--- src/rtl/right_up_fifo_writer.sv ---
// Splits a 123-pixel border burst: first UP_LEN pixels to the Up FIFO, the rest to the Right FIFO.
// Optional stall watchdog enabled by defining RIGHT_UP_WR_TIMEOUT_EN.
//   state   | meaning
//   S_IDLE  | waiting for an in_sof beat
//   S_UP    | routing beats to the Up FIFO
//   S_RIGHT | routing beats to the Right FIFO
module right_up_fifo_writer #(
    parameter int UP_LEN    = 78,
    parameter int RIGHT_LEN = 45,
    parameter int TIMEOUT   = 6000
) (
    input  logic        clk_200MHz,
    input  logic        resetn,
    input  logic        in_valid,
    input  logic        in_sof,
    input  logic [23:0] in_data,
    input  logic        full_up,
    input  logic        full_right,
    output logic        wr_en_up,
    output logic [23:0] din_up,
    output logic        wr_en_right,
    output logic [23:0] din_right,
    output logic        busy,
    output logic        burst_done,
    output logic        err_overflow,
    output logic        err_short,
    output logic        err_timeout
);

    typedef enum logic [1:0] {S_IDLE, S_UP, S_RIGHT} state_t;

    localparam logic [6:0] LAST_UP  = 7'(UP_LEN - 1);
    localparam logic [6:0] LAST_PIX = 7'(UP_LEN + RIGHT_LEN - 1);

    state_t     state;
    logic [6:0] pix_cnt;
    logic       done_pend;
    logic       timeout_hit;

`ifdef RIGHT_UP_WR_TIMEOUT_EN
    localparam logic [12:0] LAST_IDLE = 13'(TIMEOUT - 1);
    logic [12:0] idle_cnt;

    assign timeout_hit = (state != S_IDLE) && !in_valid && (idle_cnt == LAST_IDLE);

    always_ff @(posedge clk_200MHz or negedge resetn) begin
        if (!resetn) begin
            idle_cnt    <= '0;
            err_timeout <= 1'b0;
        end else begin
            err_timeout <= timeout_hit;
            if (state == S_IDLE || in_valid || timeout_hit)
                idle_cnt <= '0;
            else
                idle_cnt <= idle_cnt + 13'd1;
        end
    end
`else
    assign timeout_hit = 1'b0;
    assign err_timeout = 1'b0;
`endif

    always_ff @(posedge clk_200MHz or negedge resetn) begin
        if (!resetn) begin
            state        <= S_IDLE;
            pix_cnt      <= '0;
            done_pend    <= 1'b0;
            wr_en_up     <= 1'b0;
            din_up       <= '0;
            wr_en_right  <= 1'b0;
            din_right    <= '0;
            busy         <= 1'b0;
            burst_done   <= 1'b0;
            err_overflow <= 1'b0;
            err_short    <= 1'b0;
        end else begin
            wr_en_up    <= 1'b0;
            wr_en_right <= 1'b0;
            burst_done  <= 1'b0;
            err_short   <= 1'b0;
            done_pend   <= 1'b0;

            // busy is held one extra cycle so it drops together with burst_done
            if (done_pend) begin
                burst_done <= 1'b1;
                busy       <= 1'b0;
            end

            if (in_valid && in_sof) begin
                if (state != S_IDLE)
                    err_short <= 1'b1;
                if (full_up) begin
                    err_overflow <= 1'b1;
                end else begin
                    wr_en_up <= 1'b1;
                    din_up   <= in_data;
                end
                pix_cnt <= 7'd1;
                state   <= S_UP;
                busy    <= 1'b1;
            end else if (in_valid) begin
                case (state)
                    S_UP: begin
                        if (full_up) begin
                            err_overflow <= 1'b1;
                        end else begin
                            wr_en_up <= 1'b1;
                            din_up   <= in_data;
                        end
                        pix_cnt <= pix_cnt + 7'd1;
                        if (pix_cnt == LAST_UP)
                            state <= S_RIGHT;
                    end
                    S_RIGHT: begin
                        if (full_right) begin
                            err_overflow <= 1'b1;
                        end else begin
                            wr_en_right <= 1'b1;
                            din_right   <= in_data;
                        end
                        if (pix_cnt == LAST_PIX) begin
                            state     <= S_IDLE;
                            pix_cnt   <= '0;
                            done_pend <= 1'b1;
                        end else begin
                            pix_cnt <= pix_cnt + 7'd1;
                        end
                    end
                    default: ;
                endcase
            end else if (timeout_hit) begin
                state   <= S_IDLE;
                pix_cnt <= '0;
                busy    <= 1'b0;
            end
        end
    end

endmodule

--- config.mk ---
export PLATFORM = sky130hd
export DESIGN_NAME = right_up_fifo_writer
export DESIGN_NICKNAME = d
export VERILOG_FILES = /design/src/rtl/right_up_fifo_writer.sv
export SDC_FILE = /design/constraint.sdc
export NUM_CORES = 1
export LEC_CHECK = 0
export ABC_CLOCK_PERIOD_IN_PS = 1500
export CORE_MARGIN = 2
export CORE_UTILIZATION = 42
export DETAILED_ROUTE_END_ITERATION = 10
export PLACE_DENSITY = 0.76
export SYNTH_ARGS = -nofsm -noshare
export SYNTH_HDL_FRONTEND = slang
export SYNTH_SLANG_ARGS = --single-unit
--- constraint.sdc ---
create_clock -name clk_200MHz -period 1.5 [get_ports clk_200MHz]
set_input_delay 0.3 -clock clk_200MHz [delete_from_list [all_inputs] [get_ports clk_200MHz]]
set_output_delay 0.3 -clock clk_200MHz [all_outputs]
set_load 0.1 [all_outputs]
* Yosys cells after proc, flatten, opt, wreduce, memory -nomap -nowiden
Index checks and enable logic that the tools add are counted.
Storage, ports and cells: word-level logic and storage cells 67, flip-flop bits (word level) 64, bits of input ports 30
Cells by class: mux-type cells 35, $add $sub $neg 1, bitwise operators 2, equality and inequality tests 7, reduce and logical (&&, ||, !) cells 11
Operators with widths (number):
- 24-bit 2-to-1 mux | 4
- 1-bit 2-to-1 mux | 21
- 7-bit 2-to-1 mux | 3
- 7-bit equality test, second input constant | 2
- 7-bit one-hot mux with 2 select lines | 1
- 3-bit inequality test, second input constant | 3
- 2-bit 2-to-1 mux | 4
- 4-bit AND reduction | 2
- 2-bit nonzero test | 4
- 7-bit by 1-bit adder with 7-bit output, second input constant | 1
- 2-bit one-hot mux with 2 select lines | 1
- 2-bit AND reduction | 2
- 3-bit AND reduction | 1
- 3-bit nonzero test | 1
- 2-bit by 1-bit equality test with 1-bit output, second input constant | 1
- 2-bit equality test, second input constant | 1
- 1-bit NOT | 2
- 1-bit one-hot mux with 2 select lines | 1
- 1-bit logical AND | 1

* Logic depth before layout (Yosys ltp)
Gate-level depths: netlist (run 1).
depth after elaboration 5, depth in mapped cells 7, gate-level depth less buffers 6

* Least setup slack after synthesis (run 1)
Ideal clock, no wire load.
path kind register to register, from reg state[0], to reg din_right[10], buffers on the path 2, cell stages (with the launch flop) 7, data required time 1375 ps, setup time 125 ps, data arrival time 1483 ps, clock period less this slack 1608 ps, slack -108 ps, cell sequence dfrtp_1 > buf_2 > nor3b_2 > nand2_1 > nor2_4 > buf_4 > mux2_2
On the way: cells in the longest elaborated chain, start to end 2
RTL lines:
- from (decl) | RTL line 35 | state_t state;
- from (signal assigned) | RTL line 65 | state <= S_IDLE;
- from (signal assigned) | RTL line 99 | state <= S_UP;
- from (signal assigned) | RTL line 112 | state <= S_RIGHT;
- 2-bit equality test | RTL line 102 | case (state)
- 4-bit AND reduction (no line)
- to (signal assigned) | RTL line 119 | din_right <= in_data;
- to (decl) | RTL line 22 | output logic [23:0] din_right,
Every way passes these cells. A chain may end at the register's enable or synchronous reset.

* Worst setup path after layout (run 1)
from reg state[1], to reg din_up[10]
On the way: cells in the longest elaborated chain, start to end 3
RTL lines:
- 2-bit by 1-bit equality test with 1-bit output | RTL line 102
- 2-bit nonzero test (no line)
- 2-bit AND reduction (no line)
- to (signal assigned) | RTL line 96 | din_up <= in_data;
- to (signal assigned) | RTL line 108 | din_up <= in_data;
- to (decl) | RTL line 20 | output logic [23:0] din_up,
Every way passes these cells.

==> results of run 1 <==
[worst max-delay path by stage]
stage | end | from | cells past startpoint
after global routing | din_right[22] | state[1] | 7
after CTS | pix_cnt[5] | state[0] | 6
after floorplan | din_right[13] | state[0] | 6
after global placement | din_right[10] | in_sof | 6
after detailed placement | din_right[22] | in_sof | 6
final | din_up[10] | state[1] | 6
[routing by layer]
metal  vias up  GRT usage, %  wire length [um]
met3        12          4.28               210
met2        55          37.9              4110
met5         -             0                 0
li1        915             -                 -
met1      1006          27.1              3080
met4         0          10.2               197
[synth_stat cells]
master | instances | area (um^2)
o311ai_1 | 1 | 8.76
nor2_4 | 1 | 11.3
nand3_1 | 2 | 10.0
o31ai_1 | 1 | 7.51
o221ai_1 | 1 | 8.76
ha_1 | 3 | 37.5
buf_2 | 1 | 5.00
conb_1 | 1 | 3.75
a31oi_1 | 2 | 12.5
nor2_1 | 6 | 22.5
clkinv_2 | 1 | 5.00
buf_6 | 3 | 33.8
mux2_2 | 29 | 327
nor3_1 | 1 | 5.00
buf_4 | 3 | 22.5
nor3b_2 | 1 | 12.5
a21oi_1 | 2 | 10.0
or4_1 | 1 | 7.51
xor2_1 | 5 | 43.8
and3_1 | 1 | 6.26
nand4_1 | 1 | 6.26
o41a_1 | 1 | 11.3
dfrtp_1 | 64 | 1600
inv_1 | 8 | 30.0
o2111ai_1 | 1 | 8.76
a22oi_1 | 2 | 15.0
o21ai_0 | 7 | 35.0
and4_1 | 1 | 8.76
nand2b_1 | 1 | 6.26
o211ai_1 | 4 | 30.0
mux2_4 | 19 | 285
buf_12 | 2 | 40.0
nand2_1 | 8 | 30.0
and2_2 | 1 | 7.51
inv_4 | 1 | 6.26
a21o_2 | 1 | 8.76
clkbuf_1 | 1 | 3.75
or3_1 | 2 | 12.5
[critical path, cell delays in order, from the launching register on]
cell	delay, ns
dfrtp_1	0.40
buf_6	0.14
clkinv_4	0.04
a21oi_1	0.06
or3_4	0.41
clkbuf_16	0.20
mux2_4	0.29
[kinds of logic after synthesis]
family	share of synthesized area [%]
compound gates	5.69
xor+xnor	1.59
fa+ha+maj	1.37
buf+inv	5.33
flops	58.3
mux	22.3
other cells	0.136
simple gates	5.33
[through the flow]
stage	TNS (ns)	power (mW)
2_1_floorplan	-3.06	3.59
3_3_place_gp	-20.93	4.58
3_5_place_dp	-23.35	4.63
4_1_cts	-5.79	6.51
5_1_grt	-8.47	6.77
6_report	-5.99	6.55
[power by group through the flow]
stage                     clock, mW  sequential (mW)  combinational [mW]
after detailed placement          0             2.16                2.46
after global placement            0             2.15                2.42
after CTS                      1.84             2.13                2.53
final                          1.81             2.14                2.60
after floorplan                   0             3.21               0.380
after global routing           1.93             2.16                2.67
[registers in the layout, summed over array words and instances, names as in the netlist, 2 cells and up]
signal,cells
din_right,24
din_up,24
pix_cnt,7
state,2
[timing repair]
item,in CTS,in global routing
pin swaps,8,16
cloned,4,1
hold buffers,1,0
gates resized for setup,33,14
buffers inserted,10,3
endpoints found under the setup margin,57,57
endpoints found under the hold margin,64,0
[cell type report]
class / instances / area [um^2] / area share [%]
Timing Repair Buffer: 119 / 1780 / 36.0
Sequential cell: 64 / 1600 / 32.4
Multi-Input combinational cell: 107 / 1180 / 23.8
Tap cell: 77 / 96.3 / 1.95
Clock inverter: 5 / 104 / 2.10
Inverter: 10 / 45.0 / 0.910
Clock buffer: 11 / 141 / 2.86
==> impl_results.md, run 1 <==
* Clk pin slew, worst setup/hold paths at around 0.060 ns
* Final wirelength at ~7.6 mm
* Seq pwr share at between 30% and 40%
* Failing checks: setup timing
* Design area at roughly 5000 um^2
* DRT antenna net count at 0
* GPL Wtd Cong at roughly 0.81
* Hold path start: done_pend
* Core Box Area at 6350 um^2
* P_int at about 4 mW
* Share of cells above drive strength 1 at about 55%
* Final std cells w/o fill at 393
* GRT overflow at 0
* Peak supply drop at 1.00 mV
* Nets at roughly 340
* Tmin final at 1.65 ns
* CTS tree: built
* Pwr Density at roughly 1300 nW/um^2
* Crit-path max FO at 6
* Max-Cap Viols at 0
* Switching Power at 2.43 mW
* Vias post-DR at 1988
* DP Worst Slack at -0.499 ns
* Post-synthesis sequential area ratio at between 50 and 60%
* Worst clock skew at between 0.009 and 0.01 ns
* WHS Endpoint: burst_done
* Syn Area/Cell at around 14 um^2
* Crit start category: register
* Die Span X at approximately 85 um
* Pin count of the biggest net entering global routing at 65
* Buffers on Ports at 83
* Status: finished, violations left
* Setup WS post-layout at -0.150 ns
* IO Count at 85
* Most common cell after layout, fill and taps aside: dfrtp_1
* Root buffer cell: clkbuf_8
* Mapped cell area at around 2700 um^2
* Initial antenna violation count at 0
* Comb pwr share at a little under 40%
* RSZ-0062 raised after global routing: true
* CTS Sinks at 64
* Total CTS buffers at 9
* Wirelength per Cell at approximately 19 um
* Post-Syn Instances at around 190
* First DRT Iteration DRCs at 57
* Critical path type: register to register
* RR Startpoint: state[1]
* Worst Setup End Kind: register
* Mapped Nets at 224
* Lkg Pwr at around 2.3 nW
* Total GRT Usage at about 22%
* Max-slew violation count at 0
* Die height at approximately 85 um
* Hold Path Stages at 0
* Most frequent cells in the layout: dfrtp_1, buf_12, mux2_4, clkdlybuf4s50_1, buf_4
* TritonRoute pass-1 iters at 4
* Yosys cell types at 38
* Placed Area at between 4000 and 5000 um^2
* Fin util at 78.0%
* CTS H-Tree Depth at 3
* Worst-Skew Late Latency at 0.33 ns
* Reg2Reg Capture Point: din_up[10]
* Fill cells at between 300 and 400
* N_diodes at 0
* CP arrival at around 1.9 ns
* Clock power frac at between 20% and 30%
* Area Growth Syn to Fin at 80.2%
* First-pass GRT wire length at approximately 12 mm
* Fin crit share at 110%
* Vias in the first global route at between 2000 and 2500
* Hold Path Class: register to register
* Row Count at 29
* WHS at between 0.3 and 0.4 ns
* Final hold vios at 0
* Clk buf depth at 2
* Dpl hpwl at approximately 4.6 mm
* Synth Register Bits at 64
* DR vias/cell at 5.06
* Ys Warns at 0
* Die area at around 7200 um^2
* Initial core utilization at between 40% and 50%
* R2R depth at 6
* # DRC at 0
* Max frequency at 606 MHz
* Req. time, crit path at between 1.5 and 2 ns
* Switching Fraction at between 30% and 40%
* Final setup violation count at 56
* Reg-to-reg setup timing slack at -0.15 ns
* # placed instances at about 360
Power figures use the tool's default switching activity.
==> run 2: changes to the inputs <==
--- a/config.mk
+++ b/config.mk
@@ -10,6 +10,7 @@
 export CORE_UTILIZATION = 42
 export DETAILED_ROUTE_END_ITERATION = 10
 export PLACE_DENSITY = 0.76
+export RECOVER_POWER = 100
 export SYNTH_ARGS = -nofsm -noshare
 export SYNTH_HDL_FRONTEND = slang
 export SYNTH_SLANG_ARGS = --single-unit
==> run 2 against run 1 <==
Largest cell class is now registers. The flow still finishes with violations (setup timing). Count of clock-buffer cells in the layout is the same. Worst setup slack got worse by 0.00068 ns. First-iteration DRC count rose by 7.0%. Utilization down 11 points.
==> impl_results.md, run 2 (synthesis results as in run 1) <==
* Status: finished, violations left
* Failing checks: setup timing
* CP arrival at 1.87 ns (about the same)
* Crit-path max FO at 6 (unchanged)
* P_int at 3.70 mW (-10%)
* Critical path type: register to register
* Initial antenna violation count at 0 (unchanged)
* DR vias/cell at 5.04 (-0.30%)
* Reg-to-reg setup timing slack at -0.15 ns (about the same)
* Max-Cap Viols at 0 (unchanged)
* DRT antenna net count at 0 (unchanged)
* Hold path start: done_pend
* Buffers on Ports at 83 (unchanged)
* Most common cell after layout, fill and taps aside: dfrtp_1
* Die height at 84.9 um (unchanged)
* RR Startpoint: state[1]
* Tmin final at 1.65 ns (+0.000684 ns)
* Nets at 344 (unchanged)
* Die Span X at 84.9 um (unchanged)
* CTS H-Tree Depth at 3 (unchanged)
* Fin crit share at 110% (about the same)
* Clock power frac at 29.9% (+2.3 points)
* Initial core utilization at 43.3% (unchanged)
* Reg2Reg Capture Point: din_up[20]
* Clk buf depth at 2 (unchanged)
* Most frequent cells in the layout: dfrtp_1, clkbuf_4, mux2_4, clkdlybuf4s50_1, buf_4
* First DRT Iteration DRCs at 61 (+7.0%)
* CTS tree: built
* First-pass GRT wire length at 12.0 mm (unchanged)
* WHS at 0.383 ns (-0.00487 ns)
* Worst Max-Slew Pin Slew at between 0.8 and 0.9 ns
* Fin util at 67.1% (-11 points)
* Comb pwr share at 36.1% (-3.6 points)
* Final wirelength at 7.68 mm (+0.96%)
* Worst clock skew at 0.00932 ns (-0.000285 ns)
* N_diodes at 0 (unchanged)
* Row Count at 29 (unchanged)
* # DRC at 0 (unchanged)
* Max-slew violation count at 0 (unchanged)
* Final hold vios at 0 (unchanged)
* Root buffer cell: clkbuf_8
* Req. time, crit path at 1.72 ns (about the same)
* Lkg Pwr at 2.09 nW (-9.8%)
* Pin count of the biggest net entering global routing at 65 (unchanged)
* Core Box Area at 6350 um^2 (unchanged)
* Peak supply drop at 0.963 mV (-4.0%)
* Worst Setup End Kind: register
* Tot Pwr at 6.04 mW (-7.9%)
* Max frequency at 606 MHz (about the same)
* Vias post-DR at 1982 (-0.30%)
* Worst-Skew Late Latency at 0.33 ns (about the same)
* Vias in the first global route at 2191 (unchanged)
* IO Count at 85 (unchanged)
* Dpl hpwl at 4.60 mm (unchanged)
* Area Growth Syn to Fin at 55.1%
* TritonRoute pass-1 iters at 4 (unchanged)
* Final setup violation count at 56 (unchanged)
* Switching Power at 2.34 mW (-3.8%)
* Max_slew headroom at between 40% and 50%
* Setup WS post-layout at -0.151 ns (-0.000684 ns)
* GPL Wtd Cong at 0.810 (unchanged)
* Share of cells above drive strength 1 at 55.1% (unchanged)
* Hold Path Class: register to register
* Seq pwr share at 33.9% (+1.3 points)
* Die area at 7200 um^2 (unchanged)
* Crit start category: register
* R2R depth at 6 (unchanged)
* DP Worst Slack at -0.499 ns (unchanged)
* WHS Endpoint: burst_done
* Wirelength per Cell at 19.5 um (+0.96%)
* RSZ-0062 raised after global routing: true
* Pwr Density at 1420 nW/um^2 (+7.0%)
* Total GRT Usage at 22.1% (unchanged)
* Switching Fraction at 38.8% (+1.6 points)
* CTS Sinks at 64 (unchanged)
* Largest registers: din_right x24, din_up x24, pix_cnt x7
* Hold Path Stages at 0 (unchanged)
* Clk pin slew, worst setup/hold paths at 0.07 ns (about the same)
* Total CTS buffers at 9 (unchanged)
* GRT overflow at 0 (unchanged)
run 2: cell count changes in the layout (fill, tap and decap cells not counted):
cell	previous run	this run
buf_12	58	3
clkbuf_4	0	55
run 2: routing by layer:
layer	up-vias	wire length [um]	part of all wire (%)	GRT usage [%]
met1	990	3110	40	27.1
li1	918	-	-	-
met3	14	299	3.9	4.28
met2	60	4060	53	37.9
met4	0	215	2.8	10.2
met5	-	0	0	0
run 2: repair_timing:
action,4_1_cts,5_1_grt
resized for setup,33,14
buffers inserted,10,3
endpoints found under the hold margin,64,0
cloned,4,1
setup endpoints to repair,57,57
pin swaps,8,16
hold buffers,1,0
run 2: how the worst max path moves through the flow:
| stage | start | slack [ns] | cells past startpoint | end |
|---|---|---|---|---|
| finish | state[1] | -0.15 | 6 | din_up[20] |
| global route | state[1] | -0.18 | 7 | din_right[22] |
| CTS | state[0] | -0.15 | 6 | pix_cnt[5] |
| detailed placement | in_sof | -0.50 | 6 | din_right[22] |
| global placement | in_sof | -0.43 | 6 | din_right[10] |
| floorplan | state[0] | -0.1 | 6 | din_right[13] |
run 2: through the flow:
step	instance area, um^2	cells	setup TNS [ns]
floorplan	2800	191	-3.06
global route	4260	393	-8.49
global placement	4320	359	-20.93
CTS	4870	390	-5.79
detailed placement	4320	359	-23.35
finish	4260	393	-6.04
run 2: final cells by class:
| class | count | area [um^2] |
|---|---|---|
| Tap cell | 77 | 96.3 |
| Clock buffer | 11 | 141 |
| Clock inverter | 5 | 104 |
| Sequential cell | 64 | 1600 |
| Timing Repair Buffer | 119 | 1100 |
| Fill cell | 447 | 2090 |
| Inverter | 10 | 45.0 |
| Multi-Input combinational cell | 107 | 1180 |
run 2: power groups by stage:
stage                     Clock [mW]  Combinational (mW)  Sequential (mW)
after floorplan                    0               0.380             3.21
after global placement             0                2.42             2.15
after detailed placement           0                2.46             2.16
after CTS                       1.84                2.53             2.13
after global routing            1.93                2.25             2.07
final                           1.81                2.18             2.05
run 2: critical path, stage by stage, from the launching register on:
cell and delay (ns):
dfrtp_1 0.40, buf_6 0.14, clkinv_4 0.04, a21oi_1 0.06, or3_4 0.41, clkbuf_16 0.20, mux2_4 0.29
==> run 3: changes to the inputs <==
--- a/config.mk
+++ b/config.mk
@@ -7,9 +7,9 @@
 export LEC_CHECK = 0
 export ABC_CLOCK_PERIOD_IN_PS = 1500
 export CORE_MARGIN = 2
-export CORE_UTILIZATION = 42
+export CORE_UTILIZATION = 45
 export DETAILED_ROUTE_END_ITERATION = 10
-export PLACE_DENSITY = 0.76
+export DONT_BUFFER_PORTS = 1
 export RECOVER_POWER = 100
 export SYNTH_ARGS = -nofsm -noshare
 export SYNTH_HDL_FRONTEND = slang
==> run 3 against run 2 <==
The run ends with hold timing, setup timing left. Worst setup slack better by 0.041 ns. Largest power group is now registers. Sequential share of layout area up 5.9 points. Utilization down 4.7 points. Critical path type unchanged. Count of clock-buffer cells in the layout up 1.
==> impl_results.md, run 3 (synthesis results as in run 1) <==
* GRT overflow at 0 (unchanged)
* Max_slew headroom at 62.6% (+20 points)
* Core Box Area at 5920 um^2 (-6.8%)
* Pwr Density at 1430 nW/um^2 (+1.0%)
* First-pass GRT wire length at 9.64 mm (-20%)
* Final wirelength at 6.58 mm (-14%)
* Root buffer cell: clkbuf_8
* Die height at 82.1 um (-3.2%)
* CTS H-Tree Depth at 3 (unchanged)
* Reg-to-reg setup timing slack at -0.11 ns (+0.04 ns)
* Vias in the first global route at 1929 (-12%)
* Initial antenna violation count at 0 (unchanged)
* Die area at 6750 um^2 (-6.4%)
* Setup TNS at -3.77 ns (+2.27 ns)
* Peak supply drop at 0.723 mV (-25%)
* Vias post-DR at 1821 (-8.1%)
* Status: finished, violations left
* RSZ-0062 raised after global routing: true
* Hold Path Class: input port to asynchronous set/reset pin
* Setup WS post-layout at -0.110 ns (+0.0406 ns)
* Most frequent cells in the layout: dfrtp_1, mux2_4, clkbuf_4, buf_2, buf_4
* Crit-path max FO at 6 (unchanged)
* Clk buf depth at 2 (unchanged)
* Design area at 3690 um^2 (-13%)
* Switching Power at 2.21 mW (-5.6%)
* # DRC at 0 (unchanged)
* Row Count at 28 (-3.4%)
* Pin count of the biggest net entering global routing at 65 (unchanged)
* Initial core utilization at 46.4% (+3.1 points)
* Storage cell area at 1610 um^2 (+0.16%)
* R2R depth at 6 (unchanged)
* First DRT Iteration DRCs at 74 (+21%)
* Buffers on Ports at 0 (-100%)
* Total GRT Usage at 19.4% (-2.8 points)
* Final hold vios at 64 (+64)
* Worst clock skew at 0.0108 ns (+0.00152 ns)
* CP arrival at 1.82 ns (-0.05 ns)
* GPL Wtd Cong at 0.819 (+1.1%)
* Fill cells at 472 (+5.6%)
* Switching Fraction at 41.8% (+3.0 points)
* Most common cell after layout, fill and taps aside: dfrtp_1
* Placed Area at 3500 um^2 (-19%)
* TritonRoute pass-1 iters at 4 (unchanged)
* Worst Max-Slew Pin Slew at 0.561 ns (-0.297 ns)
* Largest registers: din_right x24, din_up x24, pix_cnt x7
* Max-slew violation count at 0 (unchanged)
* CTS tree: built
* P_int at 3.08 mW (-17%)
* Area Growth Syn to Fin at 34.4%
* Critical path type: register to register
* Final setup violation count at 55 (-1.8%)
* Share of cells above drive strength 1 at 57.9% (+2.8 points)
* Fin crit share at 107% (-2.7 points)
* WHS at -0.339 ns (-0.722 ns)
* Wirelength per Cell at 18.9 um (-3.1%)
* N_diodes at 0 (unchanged)
* Max-Cap Viols at 0 (unchanged)
* Lkg Pwr at 1.82 nW (-13%)
* Tmin final at 1.61 ns (-0.0406 ns)
* Worst Setup End Kind: register
* Comb pwr share at 37.4% (+1.3 points)
* IO Count at 85 (unchanged)
* Fin util at 62.4% (-4.7 points)
* Total CTS buffers at 9 (unchanged)
* DP Worst Slack at -0.0794 ns (+0.420 ns)
* Dpl hpwl at 4.24 mm (-7.9%)
* Area of the multi-input gates at 1140 um^2 (-3.0%)
* Seq pwr share at 38.1% (+4.2 points)
* DR vias/cell at 5.23 (+3.8%)
* CTS Sinks at 64 (unchanged)
* Nets at 302 (-12%)
* Die Span X at 82.1 um (-3.2%)
* Req. time, crit path at 1.71 ns (about the same)
* DRT antenna net count at 0 (unchanged)
* Crit start category: register
* Failing checks: hold timing, setup timing
* Max frequency at 621 MHz (+2.5%)
* Clock power frac at 24.5% (-5.4 points)
* Clk pin slew, worst setup/hold paths at 0.07 ns (about the same)
* Worst-Skew Late Latency at 0.33 ns (about the same)
run 3: through the flow:
stage	power, mW	instances
2_1_floorplan	3.59	191
3_3_place_gp	4.10	320
3_5_place_dp	4.14	320
4_1_cts	5.47	343
5_1_grt	5.48	348
6_report	5.29	348
run 3: repair_timing:
| action | 4_1_cts | 5_1_grt |
|---|---|---|
| endpoints found under the setup margin | 56 | 57 |
| setup buffers | 6 | 4 |
| endpoints found under the hold margin | 64 | 64 |
| gates resized for setup | 13 | 28 |
| gates cloned | 2 | 1 |
| pin swaps | 1 | 9 |
run 3: routing by layer:
layer	vias up	part of all wire (%)	wire length, um	global-route usage [%]
met5	-	0	0	0
met4	0	1.5	97	7.83
met3	11	7.4	489	7.39
met2	56	54	3550	32.9
met1	934	37	2440	22.0
li1	820	-	-	-
run 3: area by class of cell:
cell class,instances,share of cell area (%)
sequential,64,43.5
multi-input combinational,107,30.9
timing repair buffer,77,17.2
clock buffer,12,4.20
tap,75,2.54
inverter,10,1.22
clock inverter,3,0.474
run 3: path summary, 6_finish.rpt:
check	end	startpoint
worst max-delay path	din_right[21]	state[0]
worst min-delay path	din_right[7]	resetn
worst max register to register	din_right[21]	state[0]
worst min register to register	burst_done	done_pend
max in group asynchronous	din_up[16]	resetn
min in group clk_200MHz	err_overflow	in_valid
run 3: critical path: stages (launching register included):
cell,delay (ns)
dfrtp_1,0.40
nor3b_2,0.23
nand2_2,0.11
nor2_4,0.13
buf_6,0.14
clkbuf_16,0.15
mux2_2,0.33
run 3: power by group through the flow:
stage / combinational [mW] / sequential, mW / clock [mW]
floorplan: 0.380 / 3.21 / 0
global placement: 2.04 / 2.07 / 0
detailed placement: 2.06 / 2.08 / 0
CTS: 2.10 / 2.04 / 1.33
global route: 2.04 / 2.03 / 1.41
finish: 1.98 / 2.01 / 1.30
